## config.mk

```make
export PLATFORM = sky130hd
export DESIGN_NAME = mand_dispatch_flat
export DESIGN_NICKNAME = d
export VERILOG_FILES = /design/src/rtl/mand_dispatch_if.sv /design/src/rtl/mand_dispatch.sv /design/src/flat_wrapper.sv
export SDC_FILE = /design/constraint.sdc
export NUM_CORES = 2
export LEC_CHECK = 0
export BUFFER_PORTS_ARGS = -buffer_cell sky130_fd_sc_hd__buf_2
export CAP_MARGIN = 5
export CORE_MARGIN = 5
export CORE_UTILIZATION = 45
export CTS_CLUSTER_DIAMETER = 150
export CTS_CLUSTER_SIZE = 20
export DETAILED_ROUTE_END_ITERATION = 16
export PLACE_DENSITY_LB_ADDON = 0.12
export SYNTH_ARGS = -nofsm -noshare
export SYNTH_HDL_FRONTEND = slang
export SYNTH_SLANG_ARGS = --single-unit
export TNS_END_PERCENT = 100
```

## constraint.sdc

```tcl
create_clock -name clk_i -period 34.6 [get_ports clk_i]
set_input_delay 10.38 -clock clk_i [delete_from_list [all_inputs] [get_ports clk_i]]
set_output_delay 10.38 -clock clk_i [all_outputs]
set_load 0.02 [all_outputs]
```

## src/rtl/mand_dispatch_if.sv

```systemverilog
// Bus slave handshake bundle for the Mandelbrot job dispatcher.
// The master drives the cycle/strobe/address/data; the slave returns read data and ack.
interface mand_dispatch_if #(
  parameter int DW = 32
);
  logic          cyc_i;
  logic          stb_i;
  logic          we_i;
  logic [3:0]    adr_i;
  logic [DW-1:0] dat_i;
  logic [DW-1:0] dat_o;
  logic          ack_o;

  modport slave (
    input  cyc_i, stb_i, we_i, adr_i, dat_i,
    output dat_o, ack_o
  );

  modport master (
    output cyc_i, stb_i, we_i, adr_i, dat_i,
    input  dat_o, ack_o
  );
endinterface

```

## src/rtl/mand_dispatch.sv

```systemverilog
// Job dispatcher for a bank of Mandelbrot iteration cores: register file,
// lowest-free-core dispatch, lowest-index result collector and result FIFO.
//
// state  | meaning
// IDLE   | waiting for cyc_i & stb_i
// ACCESS | register read captured, write/dispatch/pop effects applied
// ACK    | ack_o high for one cycle, dat_o valid
module mand_dispatch #(
  parameter int NCORE = 4,
  parameter int DW    = 32,
  parameter int DEPTH = 16
) (
  input  logic                  clk_i,
  input  logic                  rst_i,
  mand_dispatch_if.slave        bus,
  output logic                  irq_o,
  output logic [NCORE-1:0]      core_start_o,
  output logic [4*DW-1:0]       core_data_o,
  input  logic [NCORE-1:0]      core_done_i,
  input  logic [NCORE*5*DW-1:0] core_res_i,
  output logic [NCORE-1:0]      core_ack_o
);
  localparam int AW = $clog2(DEPTH);
  localparam int CW = AW + 1;
  localparam int EW = 5 * DW;

  typedef enum logic [1:0] {S_IDLE, S_ACCESS, S_ACK} state_t;
  state_t state_q, state_d;

  logic          access;
  logic [DW-1:0] stage_q [4];
  logic [DW-1:0] res_q   [5];
  logic          irqen_q, rej_q, unf_q;
  logic [NCORE-1:0] busy_q;

  logic [EW-1:0] mem_q [DEPTH];
  logic [AW-1:0] wptr_q, rptr_q;
  logic [CW-1:0] cnt_q;
  logic          empty, full;

  always_ff @(posedge clk_i or posedge rst_i) begin
    if (rst_i) state_q <= S_IDLE;
    else       state_q <= state_d;
  end

  always_comb begin
    state_d = state_q;
    case (state_q)
      S_IDLE:   if (bus.cyc_i && bus.stb_i) state_d = S_ACCESS;
      S_ACCESS: state_d = S_ACK;
      S_ACK:    state_d = S_IDLE;
      default:  state_d = S_IDLE;
    endcase
  end

  always_comb begin
    access    = (state_q == S_ACCESS);
    bus.ack_o = (state_q == S_ACK);
  end

  logic wr, dispatch, pop_req, pop, push, all_busy;
  logic [NCORE-1:0] free, disp_oh, cand, col_oh, col_ack;
  logic [EW-1:0] col_data;

  assign empty    = (cnt_q == '0);
  assign full     = (cnt_q == CW'(DEPTH));
  assign wr       = access && bus.we_i;
  assign dispatch = wr && (bus.adr_i == 4'd5);
  assign pop_req  = wr && (bus.adr_i == 4'd6);
  assign pop      = pop_req && !empty;
  assign free     = ~busy_q;
  assign all_busy = (free == '0);
  assign disp_oh  = free & (~free + NCORE'(1));
  // A core acked last cycle may still show done; skip it until it drops.
  assign cand     = core_done_i & ~core_ack_o;
  assign col_oh   = cand & (~cand + NCORE'(1));
  assign push     = (cand != '0) && (!full || pop);
  assign col_ack  = push ? col_oh : '0;

  always_comb begin
    col_data = '0;
    for (int i = 0; i < NCORE; i++)
      col_data = col_data | ({EW{col_oh[i]}} & core_res_i[i*EW +: EW]);
  end

  logic [DW-1:0] status, rd_data;
  always_comb begin
    status              = '0;
    status[NCORE-1:0]   = busy_q;
    status[16]          = empty;
    status[17]          = full;
    status[19]          = rej_q;
    status[20]          = unf_q;
    status[24 +: CW]    = cnt_q;
  end

  always_comb begin
    rd_data = '0;
    case (bus.adr_i)
      4'd0:  rd_data = stage_q[0];
      4'd1:  rd_data = stage_q[1];
      4'd2:  rd_data = stage_q[2];
      4'd3:  rd_data = stage_q[3];
      4'd4:  rd_data = status;
      4'd7:  rd_data = DW'(irqen_q);
      4'd8:  rd_data = res_q[0];
      4'd9:  rd_data = res_q[1];
      4'd10: rd_data = res_q[2];
      4'd11: rd_data = res_q[3];
      4'd12: rd_data = res_q[4];
      default: rd_data = '0;
    endcase
  end

  assign core_data_o = {stage_q[0], stage_q[1], stage_q[2], stage_q[3]};

  always_ff @(posedge clk_i) begin
    if (push) mem_q[wptr_q] <= col_data;
  end

  always_ff @(posedge clk_i or posedge rst_i) begin
    if (rst_i) begin
      for (int i = 0; i < 4; i++) stage_q[i] <= '0;
      for (int i = 0; i < 5; i++) res_q[i] <= '0;
      irqen_q      <= 1'b0;
      rej_q        <= 1'b0;
      unf_q        <= 1'b0;
      busy_q       <= '0;
      wptr_q       <= '0;
      rptr_q       <= '0;
      cnt_q        <= '0;
      bus.dat_o    <= '0;
      core_start_o <= '0;
      core_ack_o   <= '0;
      irq_o        <= 1'b0;
    end else begin
      if (access) bus.dat_o <= rd_data;
      if (wr && bus.adr_i < 4'd4) stage_q[bus.adr_i[1:0]] <= bus.dat_i;
      if (wr && bus.adr_i == 4'd4) begin
        if (bus.dat_i[19]) rej_q <= 1'b0;
        if (bus.dat_i[20]) unf_q <= 1'b0;
      end
      if (wr && bus.adr_i == 4'd7) irqen_q <= bus.dat_i[0];
      if (dispatch && all_busy) rej_q <= 1'b1;
      core_start_o <= (dispatch && !all_busy) ? disp_oh : '0;
      busy_q <= (busy_q & ~col_ack) | ((dispatch && !all_busy) ? disp_oh : '0);
      core_ack_o <= col_ack;
      if (pop) begin
        res_q[0] <= mem_q[rptr_q][5*DW-1:4*DW];
        res_q[1] <= mem_q[rptr_q][4*DW-1:3*DW];
        res_q[2] <= mem_q[rptr_q][3*DW-1:2*DW];
        res_q[3] <= mem_q[rptr_q][2*DW-1:DW];
        res_q[4] <= mem_q[rptr_q][DW-1:0];
        rptr_q   <= rptr_q + AW'(1);
      end
      if (pop_req && empty) unf_q <= 1'b1;
      if (push) wptr_q <= wptr_q + AW'(1);
      cnt_q <= cnt_q + CW'(push) - CW'(pop);
      irq_o <= irqen_q && !empty;
    end
  end
endmodule

```

## src/flat_wrapper.sv

```systemverilog
// flat-port wrapper written by rule: the top's interface ports become plain ports
module mand_dispatch_flat 
#(
  parameter int NCORE = 4,
  parameter int DW    = 32,
  parameter int DEPTH = 16
)
  (clk_i, rst_i, irq_o, core_start_o, core_data_o, core_done_i, core_res_i, core_ack_o, bus_cyc_i, bus_stb_i, bus_we_i, bus_adr_i, bus_dat_i, bus_dat_o, bus_ack_o);
  mand_dispatch_if #(.DW(DW)) bus_i ();
  input  logic clk_i;
  input  logic rst_i;
  output logic irq_o;
  output logic [NCORE-1:0] core_start_o;
  output logic [4*DW-1:0] core_data_o;
  input  logic [NCORE-1:0] core_done_i;
  input  logic [NCORE*5*DW-1:0] core_res_i;
  output logic [NCORE-1:0] core_ack_o;
  input wire logic [$bits(bus_i.cyc_i)-1:0] bus_cyc_i;
  input wire logic [$bits(bus_i.stb_i)-1:0] bus_stb_i;
  input wire logic [$bits(bus_i.we_i)-1:0] bus_we_i;
  input wire logic [$bits(bus_i.adr_i)-1:0] bus_adr_i;
  input wire logic [$bits(bus_i.dat_i)-1:0] bus_dat_i;
  output wire logic [$bits(bus_i.dat_o)-1:0] bus_dat_o;
  output wire logic [$bits(bus_i.ack_o)-1:0] bus_ack_o;
  assign bus_i.cyc_i = bus_cyc_i;
  assign bus_i.stb_i = bus_stb_i;
  assign bus_i.we_i = bus_we_i;
  assign bus_i.adr_i = bus_adr_i;
  assign bus_i.dat_i = bus_dat_i;
  assign bus_dat_o = bus_i.dat_o;
  assign bus_ack_o = bus_i.ack_o;
  mand_dispatch #(.NCORE(NCORE), .DW(DW), .DEPTH(DEPTH)) u_core (.clk_i(clk_i), .rst_i(rst_i), .bus(bus_i), .irq_o(irq_o), .core_start_o(core_start_o), .core_data_o(core_data_o), .core_done_i(core_done_i), .core_res_i(core_res_i), .core_ack_o(core_ack_o));
endmodule
```

; ---- Yosys cells after proc, flatten, opt, wreduce, memory -nomap -nowiden
; Memory sizes are Yosys's and may differ from the RTL's. A register that Yosys moved wholly into a read port is not among the register bits.
; Cells that the tools add are included.
; Widths: inputs -> output; s select.
[classes]
n_addsub = 6
order_cmp = 3
eq_ne = 16
mux = 16
bitwise_logic = 18
n_reduce_logical = 29
[ops]
columns = cell, n
row1 = $and 160x160->160, 4
row2 = $or 160x160->160, 3
row3 = $pmux 32 s11, 1
row4 = $bwmux 128, 1
row5 = $demux 32 s2, 1
row6 = $mux 32, 1
row7 = $eq 4x4->1 const B, 5
row8 = $not 4->4, 5
row9 = $add 4x1->4 const B, 4
row10 = $and 4x4->4, 4
row11 = $eq 4x3->1 const B, 4
row12 = $logic_and 1x1->1, 14
row13 = $eq 4x2->1 const B, 2
row14 = $logic_not 4->1, 2
row15 = $mux 1, 8
row16 = $mux 4, 2
row17 = $reduce_bool 2->1, 4
row18 = $add 5x1->5, 1
row19 = $eq 5x5->1 const B, 1
row20 = $logic_not 5->1, 1
row21 = $sub 5x1->5, 1
row22 = $eq 4x1->1 const B, 1
row23 = $lt 4x3->1 const B, 1
row24 = $or 4x4->4, 1
row25 = 13 further kinds, 16
[word_totals]
register_bits = 191
ram_bits = 2560
inputBits = 685
output_inout_bits = 170
word_cells = 105
memories = 1
[mem_list]
columns = name, depth, width, read_ports, rd_clocked_by_memory_dff, write_ports, line
row1 = u_core.mem_q, 16, 160, 1, 1, 1, mand_dispatch.sv:36  ; logic [EW-1:0] mem_q [DEPTH];

; ---- Depth between registers and ports, before layout
[logic_depth]
ltp_word = 10
ltp_mapped = 14
depth_no_buf = 13

; ---- Least setup slack after synthesis
; No wires, ideal clock.
[synth_timing]
path_type = input-to-reg
startpoint = in bus_adr_i[1]
endpoint = mem u_core.mem_q[3][0] in the netlist's numbering (enable)
setup_time_ns = 1.071
t_arrival_ns = 26.124
required_ns = 33.529
slack_ns = 7.405
cell_stages = 5
path_buffers = 2
cell_sequence = buf_2 > nor2b_1 > buf_2 > a31oi_2 > nor4_1
[synth_via]
elab_chain_cells = 7
[synth_lines]
columns = item, line
row1 = from (decl), flat_wrapper.sv:21  ; input wire logic [$bits(bus_i.adr_i)-1:0] bus_adr_i;
row2 = $eq 4x3->1, mand_dispatch.sv:69  ; assign pop_req = wr && (bus.adr_i == 4'd6);
row3 = $logic_and 1x1->1, mand_dispatch.sv:69
row4 = $logic_and 1x1->1, mand_dispatch.sv:70  ; assign pop = pop_req && !empty;
row5 = $logic_or 1x1->1, mand_dispatch.sv:77  ; assign push = (cand != '0) && (!full || pop);
row6 = $logic_and 1x1->1, mand_dispatch.sv:77
row7 = $mux 1, mand_dispatch.sv:118  ; if (push) mem_q[wptr_q] <= col_data;
row8 = $mux 1 (not written as such), mand_dispatch.sv:118
row9 = to (decl), mand_dispatch.sv:36
; Every way passes these cells.

; ---- Worst setup path in the final report
[layout_timing]
startpoint = in bus_adr_i[1]
endpoint = mem u_core.mem_q[3][82] in the netlist's numbering (enable)
; The elaborated chain is that of the path after synthesis.

==> out/metrics.csv <==
stage,metric,value,unit
status,outcome,completed,
yosys,synth.distinct_cells,72,
detailed_routing,wl_per_cell,34.8,microns
clock_tree,clockBufferDepth,3,
yosys,yosysMostFrequentCell,edfxtp_1,
pwr,p_leak,42.6,nW
grt,grt_pass1_wl,484000,microns
worst_setup_path,reg2regPathDepth,6,
clock_tree,htree_levels,4,
hold_path,min_path_type,flop to flop,
worst_setup_path,r2r_end,u_core.res_q[156],
worst_setup_path,reg2reg_slack,29.86,ns
grt,gr-total-overflow,0,
finish,layout.nets,7161,
clock_tree,cts_tree,yes,
timing,rsz0062_at_grt,false,
clock_tree,clock_sink_count,2911,
detailed_routing,wl,347000,microns
timing,setup_viol,0,
grt,grt_pass1_vias,61900,
yosys,yosys.area.top_type_share,66.8,%
finish,drive_above_1_share,31.6,%
run,max_cap_violations,0,
yosys,synth_area,0.115,sq mm
place,post-dp-hpwl,221000,microns
finish,fill_cells,20500,
grt,grt_max_degree,145,
worst_setup_path,crit_fanout,57,
timing,worstMarginPinSlew,1.32,ns
yosys,ys_warn_count,0,
worst_setup_path,criticalPathCategory,input port to flop,
die,die_h,516,microns
clock_tree,hold_buffers,0,
die,die-width,516,microns
detailed_routing,drt_iter0_markers,7717,
timing,finalHoldViolCount,0,
worst_setup_path,start_kind,input port,
die,ios,855,
die,rows,185,
pwr,peakVddDrop,0.0000589,V
place,port_buffers,854,
yosys,synth_common_cells,"2560 x edfxtp_1, 645 x mux4_2, 368 x nand2_1",
detailed_routing,vias,62400,
worst_setup_path,reg2reg_from,u_core.rptr_q[2],
yosys,synth_flop_cell,edfxtp_1,
place,place.gp.congestion,0.920,
yosys,ys_ff_latch,2911,
timing,tns,0,ns
grt,antenna_found_initial,21,
worst_setup_path,cp.arrival,14.41,ns
worst_setup_path,endpoint_kind,flop,
clock_tree,post-cts-setup-buffers,0,
timing,fmax,71.6,MHz
die,initial_core_util,45.2,%
yosys,syn_nets,6418,
finish,syn2layout_area_growth,11.1,%
yosys,synthArstFlopShare,12.1,%
clock_tree,root_buffer,clkbuf_16,
die,dieArea,0.266,sq mm
timing,clock_skew,0.0397,ns
yosys,synth.area.top_cells,"edfxtp_1 67%, mux4_2 13%, dfrtp_1 7.6%, mux2i_1 1.8%, mux2_2 1.5%",
clock_tree,cts_resized,0,
timing,slew_violations,0,
timing,fin_ws,20.64,ns
clock_tree,cts.reportedPaths.clkPinSlew,0.09,ns
detailed_routing,drc,0,
detailed_routing,ant_nets,0,
detailed_routing,viasPerCell,6.26,
place,dpl_worst_slack,19.71,ns
timing,finalCritPeriodShare,40.3,%
worst_setup_path,cp.required,35.06,ns
clock_tree,clock_latency,0.85,ns
grt,grtUsageTotal,25.7,%
timing,slew_headroom,12.0,%
hold_path,hp-start,u_core.state_q[1],
yosys,synth_cells,5721,
hold_path,hold_depth,1,
yosys,syn_avg_cell_area,20.1,sq um
clock_tree,cts_made_buffers,163,
die,fp.coreArea,0.254,sq mm
yosys,yosys.area.top_type,edfxtp_1,
hold_path,hold_end,u_core.state_q[0],
yosys,seq_area_frac_synth,74.5,%
detailed_routing,firstDrtPassIters,9,
pwr,cellPowerDensity,63.8,mW/mm^2
yosys,synth-edff-count,2560,
timing,fin_crit,13.96,ns
## sequential cells by signal, indices dropped and copies added (netlist names)
| name | cells |
|---|---|
| u_core.rej_q | 1 |
| u_core.busy_q | 4 |
| u_core.core_ack_o | 4 |
| u_core.wptr_q | 4 |
| u_core.core_data_o | 128 |
| u_core.state_q | 2 |
| u_core.unf_q | 1 |
| u_core.rptr_q | 4 |
| u_core.core_start_o | 4 |
| u_core.irq_o | 1 |
| u_core.cnt_q | 5 |
| u_core.res_q | 160 |
| u_core.mem_q | 2560 |
| u_core.irqen_q | 1 |
| u_core.bus.dat_o | 32 |
## layout by cell type, fill, tap and decap left out, drive strengths merged, types with 18 or more instances in the layout
| cell | netlist | routed |
|---|---|---|
| mux4 | 645 | 645 |
| dfrtp | 351 | 351 |
| buf | 182 | 972 |
| o21ai | 25 | 25 |
| a22oi | 22 | 22 |
| nor3 | 19 | 19 |
| a222oi | 164 | 164 |
| nor2 | 170 | 170 |
| o211ai | 21 | 21 |
| nor2b | 21 | 21 |
| nand3 | 26 | 26 |
| a221oi | 155 | 155 |
| edfxtp | 2560 | 2560 |
| mux2i | 202 | 202 |
| clkbuf | 212 | 286 |
| mux2 | 165 | 165 |
| and3 | 18 | 18 |
| nand2 | 368 | 368 |
| inv | 16 | 22 |
| o22ai | 161 | 161 |
## cells by family after synthesis
kind of cell | after synthesis | synth area share [%]
AO/OA/AOI/OAI | 666 | 5.09
AND/OR/NAND/NOR | 699 | 2.67
flip-flops | 2911 | 74.5
adder cells (fa/ha/maj) | 12 | 0.137
buffers and inverters | 411 | 1.54
XOR/XNOR | 10 | 0.0762
multiplexers | 1012 | 16.0
## where the power goes
part,switching (mW),internal (mW)
sequential,0.229,4.59
clock,1.12,0.932
combinational,0.941,0.337
## critical path: stages
cell	delay, ns
buf_4	0.31
nor2b_1	0.38
buf_4	0.27
a31oi_2	0.27
nor4_2	0.29
buf_4	0.62
buf_4	0.74
buf_4	0.80
## per-stage QoR
| step | utilization, % | area (sq um) | power (mW) | hold WS, ns | instances |
|---|---|---|---|---|---|
| after floorplan | - | 115000 | 5.56 | 0.420 | 5721 |
| after global placement | 48.4 | 123000 | 6.15 | 0.469 | 9665 |
| after detailed placement | 48.4 | 123000 | 6.19 | 0.478 | 9665 |
| after CTS | 50.3 | 128000 | 8.22 | 0.492 | 9960 |
| after global routing | 50.3 | 128000 | 8.45 | 0.522 | 9965 |
| final | 50.3 | 128000 | 8.15 | 0.494 | 9970 |
## how the worst max path moves through the flow
| stage | start | to | slack (ns) | cells after the start |
|---|---|---|---|---|
| after floorplan | bus_adr_i[1] | u_core.mem_q[3][0] | 7.41 | 5 |
| after CTS | core_done_i[0] | u_core.mem_q[3][82] | 20.63 | 8 |
| after global routing | core_done_i[0] | u_core.mem_q[3][73] | 20.47 | 8 |
| after global placement | core_done_i[0] | u_core.mem_q[3][67] | 19.73 | 8 |
| final | bus_adr_i[1] | u_core.mem_q[3][82] | 20.64 | 8 |
| after detailed placement | core_done_i[0] | u_core.mem_q[3][86] | 19.71 | 8 |
## final cells by class
class	count	area, sq um	share of cell area (%)
inverters	17	71.3	0.0558
repair buffers	972	5290	4.14
flip-flops and latches	2911	85700	67.0
diodes	10	25.0	0.0196
clock buffers	286	4700	3.68
clock inverters	9	124	0.0969
multi-input cells	2399	27700	21.7
well taps	3366	4210	3.30
## metal layers
layer	vias up	track usage, %	part of all wire, %
met5	-	0	0.0037
met4	2	11.0	5.0
met3	480	3.75	7.0
met2	2843	39.7	47
met1	33700	36.9	41
li1	25400	-	-
(Power assumes the default switching activity.)
